--- config.mk ---
export PLATFORM = sky130hd
export DESIGN_NAME = enc8b10b_tx_ctrl
export DESIGN_NICKNAME = d
export VERILOG_FILES = /design/src/rtl/enc8b10b_pkg.sv /design/src/rtl/rd_calc.sv /design/src/rtl/enc8b10b_tx_ctrl.sv
export SDC_FILE = /design/constraint.sdc
export NUM_CORES = 1
export LEC_CHECK = 0
export ABC_AREA = 1
export CAP_MARGIN = 20
export CORE_UTILIZATION = 44
export DETAILED_ROUTE_END_ITERATION = 10
export PLACE_DENSITY = 0.87
export SLEW_MARGIN = 20
export SYNTH_ARGS = -nofsm -noshare
export SYNTH_HDL_FRONTEND = slang
export SYNTH_SLANG_ARGS = --single-unit
--- constraint.sdc ---
create_clock -name clk -period 3.6 [get_ports clk]
set_clock_uncertainty 0.15 [all_clocks]
set_input_delay 0.9 -clock clk [delete_from_list [all_inputs] [get_ports clk]]
set_output_delay 0.9 -clock clk [all_outputs]
set_load 0.005 [all_outputs]
--- src/rtl/enc8b10b_pkg.sv ---
// rtl/enc8b10b_pkg.sv - shared constants, state type and K-code legality for the 8b/10b transmit path
package enc8b10b_pkg;

   localparam logic [7:0] K28_5  = 8'hBC;
   localparam logic       RD_NEG = 1'b0;
   localparam logic       RD_POS = 1'b1;

   typedef enum logic [1:0] {
      OFF   = 2'd0,
      ALIGN = 2'd1,
      RUN   = 2'd2
   } state_e;

   // K28.0-K28.7 plus the four K.x.7 codes that have a defined encoding.
   function automatic logic is_legal_k(input logic [7:0] b);
      logic [4:0] x;
      logic [2:0] y;
      x = b[4:0];
      y = b[7:5];
      return (x == 5'd28) ||
             ((y == 3'd7) && ((x == 5'd23) || (x == 5'd27) || (x == 5'd29) || (x == 5'd30)));
   endfunction

endpackage

--- src/rtl/rd_calc.sv ---
// rtl/rd_calc.sv - running-disparity chain across the 6b and 4b sub-blocks, with LUT sanity checks
module rd_calc (
   input  logic       rd_i,
   input  logic [5:0] lut_6b_i,
   input  logic [3:0] lut_4b_i,
   input  logic       check_i,
   output logic       disp4_o,
   output logic       rd_next_o,
   output logic       err_o
);
   import enc8b10b_pkg::*;

   logic [2:0] ones6;
   logic [2:0] ones4;
   logic       bad6, bad4, sign6_err, sign4_err;

   always_comb begin
      ones6 = '0;
      ones4 = '0;
      for (int i = 0; i < 6; i++) ones6 = ones6 + {2'b00, lut_6b_i[i]};
      for (int i = 0; i < 4; i++) ones4 = ones4 + {2'b00, lut_4b_i[i]};
   end

   assign disp4_o   = (ones6 != 3'd3) ? ~rd_i : rd_i;
   assign rd_next_o = (ones4 != 3'd2) ? ~disp4_o : disp4_o;

   // A legal sub-block is balanced or off by exactly one bit, and only ever pulls RD toward zero.
   assign bad6      = (ones6 < 3'd2) || (ones6 > 3'd4);
   assign bad4      = (ones4 < 3'd1) || (ones4 > 3'd3);
   assign sign6_err = ((ones6 > 3'd3) && (rd_i != RD_NEG)) || ((ones6 < 3'd3) && (rd_i != RD_POS));
   assign sign4_err = ((ones4 > 3'd2) && (disp4_o != RD_NEG)) || ((ones4 < 3'd2) && (disp4_o != RD_POS));

   assign err_o = check_i & (bad6 | bad4 | sign6_err | sign4_err);

endmodule

--- src/rtl/enc8b10b_tx_ctrl.sv ---
// rtl/enc8b10b_tx_ctrl.sv - 8b/10b transmit sequencer: alignment, idle and resync commas, RD tracking
module enc8b10b_tx_ctrl #(
   parameter int ALIGN_LEN   = 16,
   parameter int SYNC_PERIOD = 1024
) (
   input  logic       clk,
   input  logic       rst_n,
   input  logic       enable,
   input  logic [7:0] in_data,
   input  logic       in_k,
   input  logic       in_valid,
   output logic       in_ready,
   output logic [4:0] enc_x,
   output logic [2:0] enc_y,
   output logic       enc_k,
   output logic       enc_disp6,
   output logic       enc_disp4,
   input  logic [5:0] lut_6b,
   input  logic [3:0] lut_4b,
   output logic [9:0] tx_sym,
   output logic       tx_valid,
   output logic       rd_out,
   output logic       err_k,
   output logic       err_disp,
   input  logic       clear_err
);
   import enc8b10b_pkg::*;

   localparam int AW = (ALIGN_LEN > 1) ? $clog2(ALIGN_LEN) : 1;
   localparam int SW = (SYNC_PERIOD > 1) ? $clog2(SYNC_PERIOD) : 1;
   localparam logic [AW-1:0] ALIGN_LAST = AW'(ALIGN_LEN - 1);
   localparam logic [SW-1:0] SYNC_LAST  = SW'((SYNC_PERIOD > 0) ? SYNC_PERIOD - 1 : 0);

   state_e        state_q, state_d;
   logic [AW-1:0] align_cnt_q, align_cnt_d;
   logic [SW-1:0] sym_cnt_q, sym_cnt_d;
   logic [9:0]    tx_sym_q, tx_sym_d;
   logic          tx_valid_q, tx_valid_d;
   logic          rd_q, rd_d;
   logic          err_k_q, err_k_d;
   logic          err_disp_q, err_disp_d;

   logic          force_comma, accept, emit, bad_k;
   logic [7:0]    src_byte;
   logic          src_k;
   logic          rd_next, sym_err;

   assign force_comma = (SYNC_PERIOD != 0) && (sym_cnt_q == SYNC_LAST);
   assign in_ready    = (state_q == RUN) && enable && !force_comma;
   assign accept      = in_ready && in_valid;

   always_comb begin
      src_byte = K28_5;
      src_k    = 1'b1;
      bad_k    = 1'b0;
      if (accept) begin
         if (in_k && !is_legal_k(in_data)) begin
            bad_k = 1'b1;
         end else begin
            src_byte = in_data;
            src_k    = in_k;
         end
      end
   end

   assign enc_x     = src_byte[4:0];
   assign enc_y     = src_byte[7:5];
   assign enc_k     = src_k;
   assign enc_disp6 = rd_q;

   rd_calc u_rd_calc (
      .rd_i      (rd_q),
      .lut_6b_i  (lut_6b),
      .lut_4b_i  (lut_4b),
      .check_i   (emit),
      .disp4_o   (enc_disp4),
      .rd_next_o (rd_next),
      .err_o     (sym_err)
   );

   always_comb begin
      state_d     = state_q;
      align_cnt_d = align_cnt_q;
      sym_cnt_d   = sym_cnt_q;
      emit        = 1'b0;
      if (!enable) begin
         state_d     = OFF;
         align_cnt_d = '0;
         sym_cnt_d   = '0;
      end else begin
         case (state_q)
            OFF: state_d = ALIGN;
            ALIGN: begin
               emit = 1'b1;
               if (align_cnt_q == ALIGN_LAST) begin
                  state_d     = RUN;
                  align_cnt_d = '0;
               end else begin
                  align_cnt_d = align_cnt_q + AW'(1);
               end
            end
            RUN: begin
               emit = 1'b1;
               if (force_comma) sym_cnt_d = '0;
               else if (SYNC_PERIOD != 0) sym_cnt_d = sym_cnt_q + SW'(1);
            end
            default: state_d = OFF;
         endcase
      end
   end

   // On a disparity error the symbol still goes out and RD still advances; only the flag records it.
   always_comb begin
      tx_valid_d = emit;
      tx_sym_d   = emit ? {lut_6b, lut_4b} : tx_sym_q;
      rd_d       = emit ? rd_next : rd_q;
      err_k_d    = bad_k;
      err_disp_d = sym_err | (err_disp_q & ~clear_err);
   end

   always_ff @(posedge clk or negedge rst_n) begin
      if (!rst_n) begin
         state_q     <= OFF;
         align_cnt_q <= '0;
         sym_cnt_q   <= '0;
         tx_sym_q    <= '0;
         tx_valid_q  <= 1'b0;
         rd_q        <= RD_NEG;
         err_k_q     <= 1'b0;
         err_disp_q  <= 1'b0;
      end else begin
         state_q     <= state_d;
         align_cnt_q <= align_cnt_d;
         sym_cnt_q   <= sym_cnt_d;
         tx_sym_q    <= tx_sym_d;
         tx_valid_q  <= tx_valid_d;
         rd_q        <= rd_d;
         err_k_q     <= err_k_d;
         err_disp_q  <= err_disp_d;
      end
   end

   assign tx_sym   = tx_sym_q;
   assign tx_valid = tx_valid_q;
   assign rd_out   = rd_q;
   assign err_k    = err_k_q;
   assign err_disp = err_disp_q;

endmodule

# Word-level counts from Yosys, hierarchy flattened
# Cells that the tools add are included.
# word_totals
register_bits,30
output_inout_bits,26
# classes
add_sub_neg,10
magnitude_cmp,8
eq_ne,16
n_mux,19
bitwise_logic,9
reduce_logical,22
# op_table
operator,n
10-bit 2-to-1 mux,3
"5-bit == test, second input constant",5
3-bit by 1-bit adder with 3-bit output,6
8-bit 2-to-1 mux,2
4-bit 2-to-1 mux,3
"10-bit by 1-bit adder with 10-bit output, second input constant",1
"10-bit == test, second input constant",1
"3-bit by 2-bit > comparator with 1-bit output, second input constant",3
1-bit logical AND,9
"3-bit by 2-bit less-than comparator with 1-bit output, second input constant",3
1-bit logical OR,8
1-bit 2-to-1 mux,8
"3-bit by 2-bit != test with 1-bit output, second input constant",2
2-bit case mux with 3 select lines,1
1-bit by 1-bit adder with 2-bit output,2
"4-bit by 1-bit adder with 4-bit output, second input constant",1
"4-bit == test, second input constant",1
2-bit 2-to-1 mux,2
"2-bit by 1-bit != test with 1-bit output, second input constant",2
1-bit OR,4
"3-bit == test, second input constant",1
"3-bit > comparator, second input constant",1
"3-bit by 1-bit less-than comparator with 1-bit output, second input constant",1
"3-bit != test, second input constant",1
other kinds (9),13

# Longest topological paths before layout
# Gate-level depths: netlist of the first run.
# depth
word_depth,13
mapped_depth,14
ltp_nobuf,14

# Hierarchy
# A second synthesis of the first run with hierarchy kept.
# hier_totals
cells_unflattened,237
hier_area_um2,1861.8
# modules_own_cells
mod,instances,cells_per_inst,area_each_um2,seq_area_each_um2
enc8b10b_tx_ctrl,1,193,1556.5,750.7
rd_calc,1,44,305.3,0.0

# Least setup slack after synthesis of the first run
# OpenSTA, ideal clock, no wires.
# synth_path
path_type,in2out
startpoint,input lut_6b[0]
endpoint,output enc_disp4
t_arrival_ns,2.791
setup_slack_ns,-0.241
path_stages,9
cell_sequence,ha_1 -> inv_1 -> fa_1 -> fa_1 -> inv_1 -> fa_1 -> nand3_1 -> nand2_1 -> nand2_1
# synth_via
elab_chain_len,7
# synth_rtl
element,line,source
start: declaration,enc8b10b_tx_ctrl.sv:18,"input logic [5:0] lut_6b,"
1-bit by 1-bit adder with 2-bit output,rd_calc.sv:20,"for (int i = 0; i < 6; i++) ones6 = ones6 + {2'b00, lut_6b_i[i]};"
3-bit by 1-bit adder with 3-bit output (4 in a row),rd_calc.sv:20,
3-bit by 2-bit != test with 1-bit output,rd_calc.sv:24,assign disp4_o = (ones6 != 3'd3) ? ~rd_i : rd_i;
1-bit 2-to-1 mux,rd_calc.sv:24,
end: declaration,enc8b10b_tx_ctrl.sv:17,"output logic enc_disp4,"
# No other way between the ends.

# Worst setup path in the final report of the first run
# Ends and elaborated chain as after synthesis.

==> results.yml, run 1 <==
yosys:
  synth-simple-area-share: 0.2730
  muxShareOfSynthArea: 0
  synth_seq_cells: 30
  yosysWarnings: 0
  synthesis.area_um2: 1874
  synth_top_area_share: 0.4005
  synth_seq_area_share: 0.4005
  synth.distinct_cells: 30
  synth-compound-area-share: 0.08144
  synthAdderAreaFrac: 0.1162
  synth.area.top_cells: "dfrtp_1 40%, nand2_1 12%, inv_1 9.4%"
  syn_area_per_cell_um2: 7.842
  yosys.area.top_type: "dfrtp_1"
  synth_cells: 239
  syn_nets: 278
  synth_xor_area_frac: 0.02336
  synth_top_family_by_area: "simple AND/OR/NAND/NOR gates"
critical_path:
  r2r_start: "state_q[0]"
  slowest_stage: "fa_1"
  critPathBufInv: 4
  crit_path_max_fanout: 4
  critPathArrivalTime_ps: 2970
  cp_slowest_stage_delay_ps: 460
  path_delay_family: "adder cells"
  critPathLaunch: "lut_6b[0]"
  cp-start-kind: "input pin"
  cp_data_required_time_ps: 2550
  endpoint_kind: "output pin"
  critPathKind: "input pin to output pin"
  cp_cell_sequence: "buf_8 -> ha_4 -> inv_2 -> fa_1 -> fa_2 -> inv_2 -> fa_2 -> nand4_1 -> nand2_2 -> buf_2"
placement:
  portBuffers: 49
  placed_area_um2: 2491
  place_ws_ps: -1220
  gp_congestion: 0.7942
  dp.final_hpwl_um: 3154
floorplan:
  rows: 23
  start_util: 0.4619
  die_h_um: 67.27
  io_pins: 50
  fp.dieW_um: 67.27
  placeableCoreArea_um2: 4058
  design.die.area_um2: 4525
clock_tree:
  clock-root-buffer: "clkbuf_8"
  cts_tree: "yes"
  cts_max_path_buffers: 2
  cts_num_sinks: 30
  cts_made_buffers: 5
  clk_pin_slew_ps: 60
  htree_levels: 2
  clock_latency_ps: 290
final_layout:
  diodes: 0
  final_util: 0.6556
  syn2layout_area_growth_pct: 41.92
  stdcell_area_um2: 2660
  drive_above_1_share: 0.1410
  final_nets: 343
timing:
  fmax_ghz: 0.2489
  timing.final.crit_period_ps: 4018
  layout_setup_ws_ps: -418.3
  slew_viol_final: 0
  rsz0062_at_grt: "yes"
  hold_viol: 0
  worst_slew_pin_slew_ps: 372.1
  slew_headroom: 0.7520
  fin_crit_sh: 1.116
  finalSetupViolCount: 1
global_route:
  grt_max_degree: 31
  grt-ovfl-total: 0
  grt_first_pass_wirelength_um: 7169
  grt.total_usage: 0.2145
  grt_pass1_vias: 1607
  grt_antenna_before_repair: 0
pwr:
  power_leakage_nw: 1.351
  power_density_nw_per_um2: 516.4
  vdd_drop_max_mv: 0.3298
min_path:
  hold_class: "register to register"
  hp-start: "tx_sym[1]"
routing:
  vias: 1709
  routed_via_density: 4.814
  drt-pass1-iter-count: 4
  drt_iter0_markers: 93
  wl_per_cell_um: 12.09
  drt_wl_total_um: 4293
  drc: 0
  ant_nets: 0
flow_run:
  cap_violations: 0
run_status:
  violations: "negative setup slack"
  status: "complete, but fails checks"
==> cells in the final DEF, fill, tap and decap left out, drive strengths merged <==
master         synthesis  routed
dfrtp                 30      30
xnor2                  1       1
a21oi                  5       5
nand3                 21      21
inv                   48      48
clkinv                 1       1
nand3b                 1       1
nor2                  18      18
nand2                 63      63
o21ai                 17      17
nand4                  3       3
xor2                   4       4
fa                     4       4
buf                    1      14
clkbuf                 1       8
nor3b                  1       1
dlygate4sd2            0       2
or2                    1       1
ha                    11      11
o21a                   1       1
o22ai                  5       5
nor3                   2       2
dlymetal6s2s           0       7
clkdlybuf4s50          0      37
==> synthesized netlist by cell type (all sizes together) <==
cell,n
nand2,63
inv,48
dfrtp,30
nand3,21
nor2,18
o21ai,17
ha,11
a21oi,5
o22ai,5
fa,4
xor2,4
nand4,3
nor3,2
buf,1
clkbuf,1
clkinv,1
nand3b,1
nor3b,1
o21a,1
or2,1
xnor2,1
==> per-layer routing <==
metal / share of wire / wire length, µm / GRT usage / up-vias
li1: - / - / - / 877
met1: 0.44 / 1893 / 0.2617 / 804
met2: 0.52 / 2222 / 0.3613 / 20
met3: 0.022 / 96 / 0.04561 / 8
met4: 0.019 / 81 / 0.09574 / 0
met5: 0 / 0 / 0 / -
==> report_power, final <==
| part | internal (mW) | leakage [nW] | switching (mW) | total [mW] |
|---|---|---|---|---|
| clock network | 0.193 | 0.0575 | 0.130 | 0.323 |
| logic | 0.288 | 0.896 | 0.271 | 0.559 |
| registers | 0.428 | 0.397 | 0.0638 | 0.492 |
==> final cells by class <==
cell class	instances	area (µm²)
Clock buffer	8	110.1
Tap cell	50	62.56
Timing Repair Buffer	60	589.3
Inverter	49	186.4
Multi-Input combinational cell	158	960.9
Fill cell	309	1398
Sequential cell	30	750.7
==> flip-flops by register name (all words and copies together) (netlist names) <==
register and cells:
err_disp 1, tx_sym 10, sym_cnt_q 10, state_q 2
enc_disp6 1, align_cnt_q 4, tx_valid 1, err_k 1
==> through the flow <==
stage | TNS, ps | std cells | power (mW) | hold slack (ps)
after floorplan | -208.2 | 239 | 0.7557 | 320.3
after global placement | -1657 | 345 | 1.026 | 312.7
after detailed placement | -1936 | 345 | 1.047 | 324.0
after CTS | -445.6 | 353 | 1.375 | 342.8
after global routing | -476.8 | 355 | 1.479 | 376.3
final | -418.3 | 355 | 1.374 | 339.4
==> worst paths after layout <==
check | endpoint | slack, ps | depth (start not counted)
min in group asynchronous | sym_cnt_q[4] | 850 | 2
worst min-delay path | tx_sym[1] | 340 | 2
worst max register to register | enc_disp6 | 1860 | 7
worst max-delay path | enc_disp4 | -420 | 10
worst min register to register | tx_sym[1] | 340 | 2
max in group asynchronous | state_q[1] | 2180 | 2
==> cells by family (layout without fill, tap and decap cells) <==
kind of cell	Yosys count	count (layout)
buf+inv	51	117
xor+xnor	5	5
flops	30	30
compound gates	28	28
fa+ha+maj	15	15
simple gates	110	110
==> tightest hold or removal path: stages, from the launching register on <==
cell	delay (ps)
dfrtp_1	350
nand2_1	60
nand2_1	50
==> timing repair <==
| item | 4_1_cts | 5_1_grt |
|---|---|---|
| hold endpoints to repair | 0 | 0 |
| setup endpoints to repair | 5 | 8 |
| gates resized for setup | 22 | 11 |
| buffers inserted | 0 | 2 |
| hold buffers | 0 | 0 |
| pin swaps | 6 | 2 |
Power figures use the tool's default switching activity.
==> inputs of run 2 (changes only) <==
SLEW_MARGIN = unset   (was 20)
==> results of run 2 <==
The final DEF is identical to that of run 1; final timing and power are the same.
==> inputs of run 3 (changes only) <==
MAX_ROUTING_LAYER = met4   (was unset)
==> results.yml, run 3 (synthesized netlist as in run 1, its figures left out) <==
run_status:
  status: "complete, but fails checks"
  violations: "negative setup slack"
final_layout:
  syn2layout_area_growth_pct: 41.92
  nFillCells: 309
  diodes: 0
  stdcell_area_um2: 2660
  final_common_cell: "nand2_1"
  drive_above_1_share: 0.1410
  final_cell_mix: "57 x nand2_1, 43 x inv_1, 37 x clkdlybuf4s50_1"
  final_nets: 343
  final_util: 0.6556
floorplan:
  fp.dieW_um: 67.27
  start_util: 0.4619
  die_h_um: 67.27
  rows: 23
  design.die.area_um2: 4525
  io_pins: 50
  placeableCoreArea_um2: 4058
routing:
  wl_per_cell_um: 12.01
  drc: 0
  routed_via_density: 4.811
  ant_nets: 0
  drt_wl_total_um: 4262
  drt_iter0_markers: 97
  drt-pass1-iter-count: 4
  vias: 1708
placement:
  dp.final_hpwl_um: 3154
  portBuffers: 49
  placed_area_um2: 2491
  place_ws_ps: -1220
  gp_congestion: 0.8056
clock_tree:
  cts_made_buffers: 5
  hold_buffers: 0
  clock_latency_ps: 290
  clk_pin_slew_ps: 60
  clock-root-buffer: "clkbuf_8"
  cts_num_sinks: 30
  cts_max_path_buffers: 2
  cts_tree: "yes"
  htree_levels: 2
global_route:
  grt.total_usage: 0.2209
  grt_pass1_vias: 1605
  grt_max_degree: 31
  grt-ovfl-total: 0
  grt_antenna_before_repair: 0
  grt_first_pass_wirelength_um: 7182
critical_path:
  critPathArrivalTime_ps: 2970
  crit_path_max_fanout: 4
  cp-start-kind: "input pin"
  cp_data_required_time_ps: 2550
  critPathKind: "input pin to output pin"
  endpoint_kind: "output pin"
  reg2reg_slack_ps: 1860
timing:
  slew_viol_final: 0
  fmax_ghz: 0.2488
  worst_slew_pin_slew_ps: 364.7
  slew_headroom: 0.7568
  rsz0062_at_grt: "yes"
  timing.final.crit_period_ps: 4019
  finalSetupViolCount: 1
  layout_setup_ws_ps: -418.6
  fin_crit_sh: 1.116
  hold_viol: 0
pwr:
  vdd_drop_max_mv: 0.3297
  power_leakage_nw: 1.351
  power_density_nw_per_um2: 515.9
  power.total_mw: 1.372
min_path:
  hold_class: "register to register"
flow_run:
  cap_violations: 0
==> run 3: cell counts in the layout (fill, tap and decap cells not counted) <==
No cell type changed its count.
==> run 3: critical path, cell delays in order <==
cell,delay [ps]
buf_8,100
ha_4,250
inv_2,30
fa_1,460
fa_2,370
inv_2,60
fa_2,460
nand4_1,130
nand2_2,80
buf_2,120
==> run 3: final timing paths <==
check | from | endpoint | depth (start not counted)
min in group asynchronous | rst_n | sym_cnt_q[4] | 2
hold / removal | tx_sym[1] | tx_sym[1] | 2
setup / recovery | lut_6b[0] | enc_disp4 | 10
max in group asynchronous | rst_n | tx_valid | 2
hold reg to reg | tx_sym[1] | tx_sym[1] | 2
setup reg to reg | state_q[0] | enc_disp6 | 7
==> run 3: area by class of cell <==
class	instances	area, µm²	area share
inverter	49	186.4	0.07008
multi-input combinational	158	960.9	0.3612
timing repair buffer	60	589.3	0.2215
sequential	30	750.7	0.2822
clock buffer	8	110.1	0.04139
tap	50	62.56	0.02352
==> run 3: metal layers <==
| metal | routed length, µm | track usage |
|---|---|---|
| met1 | 1864 | 0.2617 |
| met2 | 2198 | 0.3613 |
| met4 | 93 | 0.09574 |
| met3 | 106 | 0.04561 |
| met5 | 0 | - |
==> run 3: where the power goes <==
| part | total, mW | internal [mW] | leakage (nW) | switching [mW] |
|---|---|---|---|---|
| clock | 0.322 | 0.193 | 0.0575 | 0.129 |
| combinational | 0.559 | 0.288 | 0.896 | 0.271 |
| sequential | 0.492 | 0.428 | 0.397 | 0.0638 |
==> run 3: per-stage QoR <==
step           setup TNS, ps  std cells  hold slack [ps]
6_report              -418.6        355            339.4
3_3_place_gp           -1657        345            312.7
5_1_grt               -476.8        355            376.3
4_1_cts               -445.6        353            342.8
2_1_floorplan         -208.2        239            320.3
3_5_place_dp           -1936        345            324.0
==> run 3: what timing repair did <==
action	CTS	global route
pin swaps	6	2
buffers inserted	0	2
endpoints found under the setup margin	5	8
resized for setup	22	11
endpoints found under the hold margin	0	0
